--- src/rtl/orb_pkg.sv ---
`default_nettype none
// ============================================================================
// orb_pkg : shared constants and state type for the orbital frame reader
// Rev 1.0 : initial release
// ============================================================================
package orb_pkg;

  localparam int WORD_W      = 12;
  localparam int ADDR_W      = 11;
  localparam int FRAME_WORDS = 2048;
  localparam int CLK_DIV     = 16;
  localparam int RD_LAT      = 2;

  typedef enum logic [1:0] {
    IDLE  = 2'd0,
    PRIME = 2'd1,
    SEND  = 2'd2
  } orb_state_e;

endpackage
`default_nettype wire

--- src/rtl/orb_bit_shifter.sv ---
`default_nettype none
// ============================================================================
// orb_bit_shifter : bit-rate divider, word shifter and bit counter (MSB first)
// Rev 1.0 : initial release
// ============================================================================
module orb_bit_shifter
  import orb_pkg::*;
#(
  parameter int WORD_W  = orb_pkg::WORD_W,
  parameter int CLK_DIV = orb_pkg::CLK_DIV,
  parameter int RD_LAT  = orb_pkg::RD_LAT
) (
  input  logic              clk,
  input  logic              rst,
  input  logic              i_load,
  input  logic [WORD_W-1:0] i_load_data,
  output logic              o_bit_stb,
  output logic              o_ser,
  output logic              o_word_done,
  output logic              o_first_stb,
  output logic              o_hold_stb
);

  localparam int DIV_W = $clog2(CLK_DIV);
  localparam int BIT_W = $clog2(WORD_W);

  logic              r_run;
  logic [DIV_W-1:0]  r_div;
  logic [BIT_W-1:0]  r_bit;
  logic [WORD_W-1:0] r_sh;
  logic              w_div_last;
  logic              w_first_bit;

  assign w_div_last  = (r_div == DIV_W'(CLK_DIV - 1));
  assign w_first_bit = (r_bit == BIT_W'(WORD_W - 1));

  assign o_bit_stb   = r_run && (r_div == '0);
  assign o_ser       = r_run && r_sh[r_bit];
  assign o_word_done = r_run && w_div_last && (r_bit == '0);
  assign o_first_stb = o_bit_stb && w_first_bit;
  // Read data for the next word is valid RD_LAT cycles after the address
  // register updates, which happens on the cycle after the word's first strobe.
  assign o_hold_stb  = r_run && w_first_bit && (r_div == DIV_W'(RD_LAT + 1));

  always_ff @(posedge clk or negedge rst) begin
    if (!rst) begin
      r_run <= 1'b0;
      r_div <= '0;
      r_bit <= '0;
      r_sh  <= '0;
    end else if (i_load) begin
      r_run <= 1'b1;
      r_div <= '0;
      r_bit <= BIT_W'(WORD_W - 1);
      r_sh  <= i_load_data;
    end else if (r_run) begin
      if (w_div_last) begin
        r_div <= '0;
        if (r_bit == '0) begin
          r_run <= 1'b0;
        end else begin
          r_bit <= r_bit - BIT_W'(1);
        end
      end else begin
        r_div <= r_div + DIV_W'(1);
      end
    end
  end

endmodule
`default_nettype wire

--- src/rtl/orb_frame_reader.sv ---
`default_nettype none
// ============================================================================
// orb_frame_reader : ping-pong frame RAM reader and telemetry serialiser
// Rev 1.0 : initial release
// ============================================================================
module orb_frame_reader
  import orb_pkg::*;
#(
  parameter int WORD_W      = orb_pkg::WORD_W,
  parameter int ADDR_W      = orb_pkg::ADDR_W,
  parameter int FRAME_WORDS = orb_pkg::FRAME_WORDS,
  parameter int CLK_DIV     = orb_pkg::CLK_DIV,
  parameter int RD_LAT      = orb_pkg::RD_LAT
) (
  input  logic              clk,
  input  logic              rst,
  input  logic              en,
  input  logic [WORD_W-1:0] RdData,
  output logic [ADDR_W-1:0] RdAddr,
  output logic              RdBank,
  output logic              SW,
  output logic              orbSer,
  output logic              bitStb,
  output logic              frameStart,
  output logic              busy
);

  localparam int LAT_W = $clog2(RD_LAT + 2);
  localparam logic [ADDR_W:0] c_last_word   = (ADDR_W + 1)'(FRAME_WORDS - 1);
  localparam logic [ADDR_W:0] c_frame_words = (ADDR_W + 1)'(FRAME_WORDS);

  orb_state_e        r_state;
  orb_state_e        w_state_nxt;
  logic [LAT_W-1:0]  r_lat;
  logic [ADDR_W:0]   r_word;
  logic [ADDR_W:0]   w_word_nxt;
  logic [ADDR_W-1:0] r_addr;
  logic              r_bank;
  logic              r_sw;
  logic [WORD_W-1:0] r_hold;
  logic              w_load;
  logic [WORD_W-1:0] w_load_data;
  logic              w_frame_end;
  logic              w_bit_stb;
  logic              w_ser;
  logic              w_word_done;
  logic              w_first_stb;
  logic              w_hold_stb;

  assign w_word_nxt = r_word + (ADDR_W + 1)'(1);

  orb_bit_shifter #(
    .WORD_W  (WORD_W),
    .CLK_DIV (CLK_DIV),
    .RD_LAT  (RD_LAT)
  ) u_shifter (
    .clk         (clk),
    .rst         (rst),
    .i_load      (w_load),
    .i_load_data (w_load_data),
    .o_bit_stb   (w_bit_stb),
    .o_ser       (w_ser),
    .o_word_done (w_word_done),
    .o_first_stb (w_first_stb),
    .o_hold_stb  (w_hold_stb)
  );

  always_ff @(posedge clk or negedge rst) begin
    if (!rst) begin
      r_state <= IDLE;
    end else begin
      r_state <= w_state_nxt;
    end
  end

  always_comb begin
    w_state_nxt = r_state;
    w_load      = 1'b0;
    w_load_data = r_hold;
    w_frame_end = 1'b0;
    case (r_state)
      IDLE: begin
        if (en) begin
          w_state_nxt = PRIME;
        end
      end
      PRIME: begin
        if (r_lat == LAT_W'(RD_LAT)) begin
          w_load      = 1'b1;
          w_load_data = RdData;
          w_state_nxt = SEND;
        end
      end
      SEND: begin
        if (w_word_done) begin
          if (r_word == c_last_word) begin
            w_frame_end = 1'b1;
            w_state_nxt = en ? PRIME : IDLE;
          end else begin
            w_load = 1'b1;
          end
        end
      end
      default: w_state_nxt = IDLE;
    endcase
  end

  always_ff @(posedge clk or negedge rst) begin
    if (!rst) begin
      r_lat  <= '0;
      r_word <= '0;
      r_addr <= '0;
      r_bank <= 1'b0;
      r_sw   <= 1'b1;
      r_hold <= '0;
    end else begin
      r_lat <= (r_state == PRIME) ? r_lat + LAT_W'(1) : '0;
      if (w_hold_stb) begin
        r_hold <= RdData;
      end
      // The swap cycle: new bank and address 0 take effect together.
      if (w_frame_end) begin
        r_word <= '0;
        r_addr <= '0;
        r_bank <= ~r_bank;
        r_sw   <= ~r_sw;
      end else begin
        if ((r_state == SEND) && w_word_done) begin
          r_word <= w_word_nxt;
        end
        if ((r_state == SEND) && w_first_stb && (w_word_nxt < c_frame_words)) begin
          r_addr <= w_word_nxt[ADDR_W-1:0];
        end
      end
    end
  end

  assign RdAddr     = r_addr;
  assign RdBank     = r_bank;
  assign SW         = r_sw;
  assign orbSer     = w_ser;
  assign bitStb     = w_bit_stb;
  assign frameStart = (r_state == SEND) && w_first_stb && (r_word == '0);
  assign busy       = (r_state != IDLE);

endmodule
`default_nettype wire

--- config.mk ---
export PLATFORM = sky130hd
export DESIGN_NAME = orb_frame_reader
export DESIGN_NICKNAME = d
export VERILOG_FILES = /design/src/rtl/orb_pkg.sv /design/src/rtl/orb_bit_shifter.sv /design/src/rtl/orb_frame_reader.sv
export SDC_FILE = /design/constraint.sdc
export NUM_CORES = 1
export LEC_CHECK = 0
export ABC_CLOCK_PERIOD_IN_PS = 3450
export BUFFER_PORTS_ARGS = -buffer_cell sky130_fd_sc_hd__buf_2
export CAP_MARGIN = 15
export CORE_MARGIN = 5
export CORE_UTILIZATION = 58
export CTS_CLUSTER_SIZE = 20
export DETAILED_ROUTE_END_ITERATION = 8
export MAX_ROUTING_LAYER = met4
export PLACE_DENSITY_LB_ADDON = 0.08
export SLEW_MARGIN = 20
export SYNTH_ARGS = -nofsm -noshare
export SYNTH_HDL_FRONTEND = slang
export SYNTH_SLANG_ARGS = --single-unit
--- constraint.sdc ---
create_clock -name clk -period 3.45 [get_ports clk]
set_clock_uncertainty 0.2 [all_clocks]
set_input_delay 0 -clock clk [delete_from_list [all_inputs] [get_ports clk]]
set_output_delay 0 -clock clk [all_outputs]
set_load 0.005 [all_outputs]
==> impl_metrics.ini <==
[critical_path]
critPathKind = flip-flop to flip-flop
cp-start-kind = flip-flop
critPathRequiredTime_ns = 3.44
critPathMaxStageDelay_ns = 0.53
reg2regPathDepth = 6
rrSetupSlack_ns = 0.93
path_cells = inv_1 -> ha_1 -> nor3b_2 -> nand3_2 -> o21ai_1 -> a21boi_0
cpMaxStageDelayCell = nand3_2
critPathCaptureType = flip-flop
cp_max_fo = 32
r2r-start = u_shifter.r_bit[0]
arrival_ns = 2.51
worstReg2RegEnd = u_shifter.r_div[0]

[cells_and_area]
drive_above_1_share_pct = 21.1
multi_input_area_um2 = 1760
diodes = 0
nets = 397
fillers = 484
synthToLayoutAreaGrowth_pct = 12.6
regArea_um2 = 1550
fin_cells = 449

[place]
gp_congestion = 0.898
dp_hpwl_mm = 5.05
port_buffers = 31
post-place-ws_ns = 0.967
dp.cells = 419

[job]
drv_cap = 0

[synth]
synth-main-ff-cell = dfrtp_1
ys_types = 53
yosysSeqAreaShare_pct = 43.9
synth.top_cell.area_share_pct = 43.1
syn_area_um2 = 3540
syn_inst = 333
synthArstFlopShare_pct = 100
synth_largest_area_cell = dfrtp_1
synth_most_common_cell = dfrtp_1
syn_nets = 361
ys_top_cells_by_area = dfrtp_1 43%, o211ai_1 5.1%, ha_1 4.6%, mux2i_1 4.0%, mux2_2 3.8%
avgSynthCellArea_um2 = 10.6
ys_seq_elements = 62
synth_edf_count = 0
ys_warn_count = 0
synth_common_cells = 61 x dfrtp_1, 24 x o211ai_1, 21 x o21ai_0, 20 x a21oi_1, 20 x nand3_1

[route]
ant_nets = 0
first_pass_iters = 4
drc = 0
drt_iter0_drc = 179
post_drt_wl_per_cell_um = 16.6
via_per_inst = 5.88
vias = 2638
routed_wl_mm = 7.44

[timing]
slew_violations = 0
finalSetupViolCount = 0
finalSetupTns_ns = 0
slew_headroom_pct = 45.8
setup_ws_ns = 0.932
rsz0062_at_grt = no
period_needed_ns = 2.52
worstMarginPinSlew_ns = 0.811
fmax_mhz = 397
period_share_pct = 73.0
finalHoldViolCount = 0

[power_and_ir_drop]
power.leakage_uw = 0.00179
power_density_nw_per_um2 = 596
vdd_drop_max_mv = 0.397

[global_route]
grt_pass1_vias = 2572
antenna_found_initial = 0
gr-total-overflow = 0
grt_usage_pct = 21.8
grt_max_degree = 36
grt_pass1_wl_mm = 12.7

[clock_network]
cts-root-buf = clkbuf_8
cts_setup_buffers = 0
cts_made_buffers = 9
clk_pin_slew_ns = 0.07
cts.path.max_buffers = 2
cts.sinks = 62
cts.htree.levels = 3
cts_tree = yes
insertion_delay_ns = 0.34

[floorplan]
fp.coreArea_um2 = 5920
fp.dieH_um = 88.1
start_util_pct = 59.8
row_count = 28
die-area_um2 = 7760
die_w_um = 88.1
io_pins = 32

[status]
outcome = finished clean

[hold_path]
hp-class = primary input to asynchronous set/reset pin
[metrics by stage]
step / hold slack [ns] / total power [uW] / instance area, um2 / util [%]
floorplan: -0.496 / 1530 / 3540 / -
global placement: -0.0686 / 1680 / 3640 / 61.6
detailed placement: -0.0638 / 1710 / 3640 / 61.6
CTS: 0.112 / 2380 / 3990 / 67.3
global route: 0.167 / 2530 / 3990 / 67.3
finish: 0.0868 / 2370 / 3990 / 67.3
[logic make-up (layout without fill, tap and decap cells)]
logic type | Yosys count | after routing | share of synthesized area, %
and+or+nand+nor | 89 | 89 | 15.1
AOI/OAI and AO/OA | 81 | 81 | 15.0
DFF | 62 | 62 | 43.9
buffers and inverters | 38 | 79 | 6.26
muxes | 31 | 31 | 10.5
xor gates and xnor gates | 19 | 19 | 4.70
adders and majority gates | 13 | 13 | 4.60
[registers in the layout (all words and copies together), names as in the netlist]
register,flops
u_shifter.r_div,4
r_state,2
SW,1
RdBank,1
u_shifter.r_bit,4
r_lat,2
u_shifter.r_sh,12
u_shifter.r_run,1
r_word,12
RdAddr,11
r_hold,12
[layer usage]
layer	vias to the layer above	track usage [%]	wire, um	share of wire [%]
met2	51	32.5	3480	47
met5	-	-	0	0
met1	1289	30.1	3590	48
met4	0	8.65	100	1.3
li1	1287	-	-	-
met3	11	3.01	275	3.7
[area by class of cell]
class                      instances  share of cell area, %
multi-input combinational        233                   44.3
sequential                        62                   39.0
timing repair buffer              48                   7.97
clock buffer                      12                   3.89
tap                               75                   2.35
inverter                          15                   1.41
clock inverter                     4                   1.13
[where the power goes]
group | leakage (uW) | switching (uW) | internal, uW
clock | 0.000106 | 285 | 370
sequential | 0.000784 | 122 | 827
combinational | 0.000895 | 429 | 340
[worst max path at each step]
stage	start	end	slack, ns	cells past startpoint
2_1_floorplan	u_shifter.r_bit[0]	r_state[0]	1.43	6
3_3_place_gp	u_shifter.r_bit[0]	u_shifter.r_div[0]	1.06	6
3_5_place_dp	u_shifter.r_bit[0]	u_shifter.r_div[0]	0.97	6
4_1_cts	u_shifter.r_bit[0]	u_shifter.r_div[0]	0.93	6
5_1_grt	u_shifter.r_bit[0]	u_shifter.r_div[0]	0.73	6
6_report	u_shifter.r_bit[0]	u_shifter.r_div[0]	0.93	6
[repair_timing]
| action | in CTS | in global routing |
|---|---|---|
| setup endpoints to repair | 0 | 0 |
| hold buffers | 14 | 0 |
| resized for setup | 0 | 0 |
| endpoints found under the hold margin | 58 | 0 |
[worst max-delay path: cells and delay by family, from the launching register on]
| kind | cells | cell delay, ns |
|---|---|---|
| AO/OA/AOI/OAI | 2 | 0.57 |
| adder cells (fa/ha/maj) | 1 | 0.18 |
| AND/OR/NAND/NOR | 2 | 0.78 |
| flip-flops | 1 | 0.47 |
| buffers and inverters | 1 | 0.16 |
[placed cells by master, fill, tap and decap left out, drive strengths merged, types with 2 or more instances in the layout]
master / count
inv: 15
nor2b: 2
o21ai: 22
nand4: 5
ha: 13
a21o: 3
o211ai: 24
nand2: 13
clkinv: 3
nor3b: 3
and4: 4
mux2i: 14
buf: 34
o22ai: 2
xnor2: 13
dfrtp: 61
dlygate4sd3: 14
a21oi: 20
nor4: 3
a22o: 2
mux2: 14
clkbuf: 12
nor2: 10
xor2: 6
mux4: 3
nand3: 22
and3: 19
and2: 3
Note: power is estimated with default switching activity, not from simulation.
